===== config.mk =====
export PLATFORM = sky130hd
export DESIGN_NAME = easy_axi_txn_sched
export DESIGN_NICKNAME = d
export VERILOG_FILES = /design/src/rtl/easy_axi_pkg.sv /design/src/rtl/easy_axi_rr_arb.sv /design/src/rtl/easy_axi_txn_sched.sv
export SDC_FILE = /design/constraint.sdc
export NUM_CORES = 1
export LEC_CHECK = 0
export BUFFER_PORTS_ARGS = -buffer_cell sky130_fd_sc_hd__buf_2
export CAP_MARGIN = 20
export CORE_MARGIN = 1
export CORE_UTILIZATION = 25
export DETAILED_ROUTE_END_ITERATION = 6
export HOLD_SLACK_MARGIN = 0.15
export PLACE_DENSITY_LB_ADDON = 0.15
export SLEW_MARGIN = 5
export SYNTH_ARGS = -nofsm -noshare
export SYNTH_HDL_FRONTEND = slang
export SYNTH_HIERARCHICAL = 1
export SYNTH_SLANG_ARGS = --single-unit

===== constraint.sdc =====
create_clock -name clk -period 2.59 [get_ports clk]
set_input_delay 0.777 -clock clk [delete_from_list [all_inputs] [get_ports clk]]
set_output_delay 0.777 -clock clk [all_outputs]
set_load 0.02 [all_outputs]

===== src/rtl/easy_axi_pkg.sv =====
// Shared EASY_AXI transaction type codes and scheduler state encoding.
// Pure declarations: no latency, no backpressure.
package easy_axi_pkg;

    localparam logic [1:0] TXN_NONE = 2'b00;
    localparam logic [1:0] TXN_WR   = 2'b01;
    localparam logic [1:0] TXN_RD   = 2'b10;
    localparam logic [1:0] TXN_RSV  = 2'b11;

    typedef enum logic [2:0] {
        IDLE  = 3'd0,
        ARB   = 3'd1,
        START = 3'd2,
        WAIT  = 3'd3,
        DONE  = 3'd4
    } sched_state_e;

    function automatic logic txn_type_legal(input logic [1:0] t);
        return (t == TXN_WR) || (t == TXN_RD);
    endfunction

endpackage


===== src/rtl/easy_axi_rr_arb.sv =====
// Combinational round-robin arbiter: rotate by pointer, pick lowest, rotate back.
// Zero latency; requests are sampled level-wise, no backpressure of its own.
module easy_axi_rr_arb #(
    parameter int N = 2
) (
    input  logic [N-1:0]         req,
    input  logic [$clog2(N)-1:0] ptr,
    output logic [N-1:0]         gnt,
    output logic [$clog2(N)-1:0] idx,
    output logic                 any
);

    localparam int IW = $clog2(N);
    localparam logic [IW:0] N_W = (IW+1)'(N);

    logic [N-1:0]  rot;
    logic [IW-1:0] rot_idx;
    logic [IW:0]   sum;

    always_comb begin
        // Bit 0 of rot is the requester sitting at the pointer.
        rot     = N'({req, req} >> ptr);
        rot_idx = '0;
        any     = 1'b0;
        for (int i = 0; i < N; i++) begin
            if (!any && rot[i]) begin
                rot_idx = IW'(i);
                any     = 1'b1;
            end
        end
        sum = {1'b0, rot_idx} + {1'b0, ptr};
        if (sum >= N_W) begin
            sum = sum - N_W;
        end
        idx = sum[IW-1:0];
        gnt = '0;
        for (int i = 0; i < N; i++) begin
            gnt[i] = any && (idx == IW'(i));
        end
    end

endmodule


===== src/rtl/easy_axi_txn_sched.sv =====
// Shares one EASY_AXI master among NUM_REQ requesters; 1-cycle ARB, START_HOLD-cycle start.
// Requests wait (level) until granted; completion returned as a one-cycle pulse.
module easy_axi_txn_sched
    import easy_axi_pkg::*;
#(
    parameter int NUM_REQ    = 2,
    parameter int START_HOLD = 5,
    parameter int TIMEOUT    = 1024
) (
    input  logic                 clk,
    input  logic                 rst_n,
    input  logic [NUM_REQ-1:0]   req_valid,
    input  logic [2*NUM_REQ-1:0] req_type,
    output logic [NUM_REQ-1:0]   req_ready,
    output logic [NUM_REQ-1:0]   cpl_valid,
    output logic                 cpl_err,
    output logic                 busy,
    output logic                 txn_start,
    output logic [1:0]           txn_type,
    input  logic                 txn_done
);

    localparam int TO_W = $clog2(TIMEOUT + 1);
    localparam int IW   = $clog2(NUM_REQ);

    localparam logic [TO_W-1:0] HOLD_LAST = TO_W'(START_HOLD - 1);
    localparam logic [TO_W-1:0] TO_LAST   = TO_W'(TIMEOUT - 1);

    sched_state_e    state_q, state_d;
    logic [IW-1:0]   rr_ptr_q, rr_ptr_d;
    logic [IW-1:0]   idx_q, idx_d;
    logic [1:0]      type_q, type_d;
    logic            err_q, err_d;
    logic            done_seen_q, done_seen_d;
    logic [TO_W-1:0] to_cnt_q, to_cnt_d;
    logic            done_q, done_d;

    logic               done_rise;
    logic [NUM_REQ-1:0] arb_gnt;
    logic [IW-1:0]      arb_idx;
    logic               arb_any;
    logic [1:0]         win_type;

    easy_axi_rr_arb #(
        .N (NUM_REQ)
    ) u_arb (
        .req (req_valid),
        .ptr (rr_ptr_q),
        .gnt (arb_gnt),
        .idx (arb_idx),
        .any (arb_any)
    );

    assign done_d    = txn_done;
    assign done_rise = txn_done & ~done_q;
    assign txn_type  = type_q;

    always_comb begin
        win_type = TXN_NONE;
        for (int i = 0; i < NUM_REQ; i++) begin
            if (arb_idx == IW'(i)) begin
                win_type = req_type[2*i +: 2];
            end
        end
    end

    always_comb begin
        state_d     = state_q;
        rr_ptr_d    = rr_ptr_q;
        idx_d       = idx_q;
        type_d      = type_q;
        err_d       = err_q;
        done_seen_d = done_seen_q;
        to_cnt_d    = '0;
        req_ready   = '0;
        cpl_valid   = '0;
        cpl_err     = 1'b0;
        txn_start   = 1'b0;
        busy        = (state_q != IDLE);

        case (state_q)
            IDLE: begin
                if (|req_valid) begin
                    state_d = ARB;
                end
            end
            ARB: begin
                if (arb_any) begin
                    req_ready   = arb_gnt;
                    idx_d       = arb_idx;
                    done_seen_d = 1'b0;
                    rr_ptr_d    = (arb_idx == IW'(NUM_REQ - 1)) ? '0 : arb_idx + IW'(1);
                    if (txn_type_legal(win_type)) begin
                        type_d  = win_type;
                        err_d   = 1'b0;
                        state_d = START;
                    end else begin
                        // Illegal type never reaches the master.
                        type_d  = TXN_NONE;
                        err_d   = 1'b1;
                        state_d = DONE;
                    end
                end else begin
                    state_d = IDLE;
                end
            end
            START: begin
                txn_start = 1'b1;
                to_cnt_d  = to_cnt_q + TO_W'(1);
                if (done_rise) begin
                    done_seen_d = 1'b1;
                end
                if (to_cnt_q == HOLD_LAST) begin
                    err_d   = 1'b0;
                    state_d = (done_seen_q || done_rise) ? DONE : WAIT;
                end
            end
            WAIT: begin
                to_cnt_d = to_cnt_q + TO_W'(1);
                // A done edge coinciding with expiry still counts as success.
                if (done_rise) begin
                    err_d   = 1'b0;
                    state_d = DONE;
                end else if (to_cnt_q == TO_LAST) begin
                    err_d   = 1'b1;
                    state_d = DONE;
                end
            end
            DONE: begin
                for (int i = 0; i < NUM_REQ; i++) begin
                    cpl_valid[i] = (idx_q == IW'(i));
                end
                cpl_err = err_q;
                type_d  = TXN_NONE;
                state_d = IDLE;
            end
            default: begin
                state_d = IDLE;
            end
        endcase
    end

    always_ff @(posedge clk or negedge rst_n) begin
        if (!rst_n) begin
            state_q     <= IDLE;
            rr_ptr_q    <= '0;
            idx_q       <= '0;
            type_q      <= TXN_NONE;
            err_q       <= 1'b0;
            done_seen_q <= 1'b0;
            to_cnt_q    <= '0;
            done_q      <= 1'b0;
        end else begin
            state_q     <= state_d;
            rr_ptr_q    <= rr_ptr_d;
            idx_q       <= idx_d;
            type_q      <= type_d;
            err_q       <= err_d;
            done_seen_q <= done_seen_d;
            to_cnt_q    <= to_cnt_d;
            done_q      <= done_d;
        end
    end

endmodule


==> run metrics <==
CP max-delay cell nor3_2; antenna cells 0; Syn Inst Count 124; critical path launch point type input port; Seq pwr share 39.8%; # DRC 0; Syn. warnings 6; period utilization 94.5%; clk sinks 21; crit path max fanout 5; Util after Layout 32.1%; WL/cell 13.0 um; count of final setup violators 0; Site Rows 24; hold_buf cts 0; Worst Tran Pin Value 505 ps; Post-Syn Area 1180 um2; Switch Pwr 0.000510 W; Max IR drop VDD 0.000345 V; CTS tree yes; Overall Global Routing Usage 11.4%; Max Clock Freq 0.409 GHz; H-tree depth 1; number of synthesized register bits 21; synthesized area per cell 9.56 um2; starting density of the core 26.7%; Final Hold Violating Endpoints 0; Pwr per Cell Area 890 nW/um2; Die Width 70.8 um; Nets 163; CTS max path bufs 2; syn nets 137; final instance area 1430 um2; RePlAce Congestion 0.739; vias in the first global route 918; Slew HR 66.4%; HP Class in -> async; fraction of layout cells with a size suffix above 1 25.5%; clock latency at the later pin of the worst-skew pair 270 ps; iteration count of the initial detailed-routing pass 6; CTS root buf clkbuf_8; chip height 70.8 um; antenna violations before repair 0; die area 5020 um2; GRT overflow 0; CP Capture Type primary output; Internal 0.000761 W; total wire length 2620 um; Fill cells 481; DP Wirelength 1970 um; I/O pins 18; fin. max-slew vios 0; CP arrival 1670 ps; CP cell instances buf_2 > or2_1 > nand2_1 > nor3_2 > and2_1 > buf_2; Synth area leader dfrtp_1; Comb power frac 42.5%; post-synth top area share 44.4%; main area contributors after synthesis dfrtp_1 (44%), nor2_1 (4.8%), ha_1 (4.2%), xnor2_1 (3.7%), and2_1 (2.6%); TritonCTS Buffers 3; Clock power frac 17.6%; Port Buf Inserts 17; Final min period 2450 ps; pre-CTS setup slack -7.71 ps; Sw Ratio 40.1%; outcome complete, no violations; post-route ant nets 0; register area share after synthesis 44.4%; Unique masters post-synth 38; RSZ-0062 raised after global routing no; max cap viols 0; routed vias/inst 4.93; top-count cell post-synth dfrtp_1; largest net degree at the start of global routing 22; Worst-path clk slew 80 ps; final worst slack 143 ps; Post-synth ARST share 100%; clock skew 6.60 ps; DP Area 1370 um2; Vias 990; Post-synth EDFFs 0; ys flop type dfrtp_1; WP data required 1810 ps; first-pass GRT wire length 4420 um; Core Region 4440 um2; Layout area overhead 20.5%; most used cell, CP buf_2; delay of the slowest critical-path stage 220 ps; Setup CP Type in -> out; Commonest cells post-synth dfrtp_1 (21), nor2_1 (15), inv_1 (8), nand2_1 (6), o21ai_0 (6); 1st-iter DRT viols 29; Leak 0.630 nW
==> worst max-delay path: cells and delay by family <==
family                 cells  cell delay [ps]
buffers and inverters      2              280
and+or+nand+nor            4              610
==> per-stage QoR <==
stage                     hold slack [ps]  setup TNS, ps  power [W]  instances
after global placement                498              0    0.00105        197
after global routing                  500              0    0.00138        201
after CTS                             482              0    0.00129        201
final                                 465              0    0.00127        201
after floorplan                       475              0   0.000859        124
after detailed placement              518          -7.71    0.00106        197
==> per-layer routing <==
metal,GRT usage [%],vias to the layer above,share of wire (%)
met1,14.5,485,50
met4,2.67,0,0.96
li1,-,486,-
met5,0,-,0
met2,18.8,15,46
met3,3.56,4,3.0
==> state kept, by name (all words and copies together), names as in the netlist <==
name	flops
idx_q	1
err_q	1
done_seen_q	1
rr_ptr_q	1
done_q	1
txn_type	2
to_cnt_q	11
state_q	3
==> logic make-up after synthesis <==
| logic type | after synthesis | share of synthesized area [%] |
|---|---|---|
| AND/OR/NAND/NOR | 54 | 25.4 |
| XOR/XNOR | 6 | 4.44 |
| AO/OA/AOI/OAI | 24 | 14.4 |
| multiplexers | 4 | 3.48 |
| flip-flops | 21 | 44.4 |
| adder cells (fa/ha/maj) | 4 | 4.22 |
| buffers and inverters | 11 | 3.70 |
==> final cells by class <==
cell class              instances  area [um2]  area share, %
clock buffers                   3        41.3           2.89
repair buffers                 24         138           9.64
well taps                      52        65.1           4.56
multi-input cells              92         621           43.5
inverters                       8        30.0           2.10
flip-flops and latches         21         526           36.8
clock inverters                 1        7.51          0.526
==> layout by cell type, fill, tap and decap left out, drive strengths merged, types with 2 or more instances in the layout <==
| cell | n |
|---|---|
| a21boi | 2 |
| a21oi | 5 |
| a22o | 2 |
| a32o | 2 |
| and2 | 5 |
| buf | 24 |
| clkbuf | 3 |
| dfrtp | 21 |
| ha | 4 |
| inv | 8 |
| mux2i | 3 |
| nand2 | 6 |
| nand2b | 2 |
| nand3 | 4 |
| nand4 | 2 |
| nor2 | 15 |
| nor2b | 3 |
| nor3 | 5 |
| nor4 | 4 |
| o21a | 2 |
| o21ai | 7 |
| or2 | 2 |
| or3 | 4 |
| xnor2 | 5 |
==> timing repair <==
item / CTS / global route
setup endpoints to repair: 1 / 0
gates resized for setup: 1 / 0
setup buffers: 0 / 0
==> power groups by stage <==
stage,clock (W),combinational (W),sequential (W)
final,0.000224,0.000541,0.000506
after global routing,0.000251,0.000607,0.000523
after CTS,0.000235,0.000551,0.000506
after detailed placement,0,0.000545,0.000512
after global placement,0,0.000542,0.000507
after floorplan,0,0.000360,0.000499
==> final timing paths <==
check	slack, ps	cells past startpoint	to	startpoint
setup / recovery	140	6	req_ready[1]	req_valid[1]
hold / removal	470	1	idx_q$_DFFE_PN0P_	rst_n
setup reg to reg	590	8	err_q$_DFFE_PN0P_	rr_ptr_q$_DFFE_PN0P_
hold reg to reg	520	1	to_cnt_q[0]$_DFF_PN0_	to_cnt_q[0]$_DFF_PN0_
max in group asynchronous	1780	1	to_cnt_q[6]$_DFF_PN0_	rst_n
min in group clk	520	1	to_cnt_q[0]$_DFF_PN0_	to_cnt_q[0]$_DFF_PN0_
(Power assumes the default switching activity.)
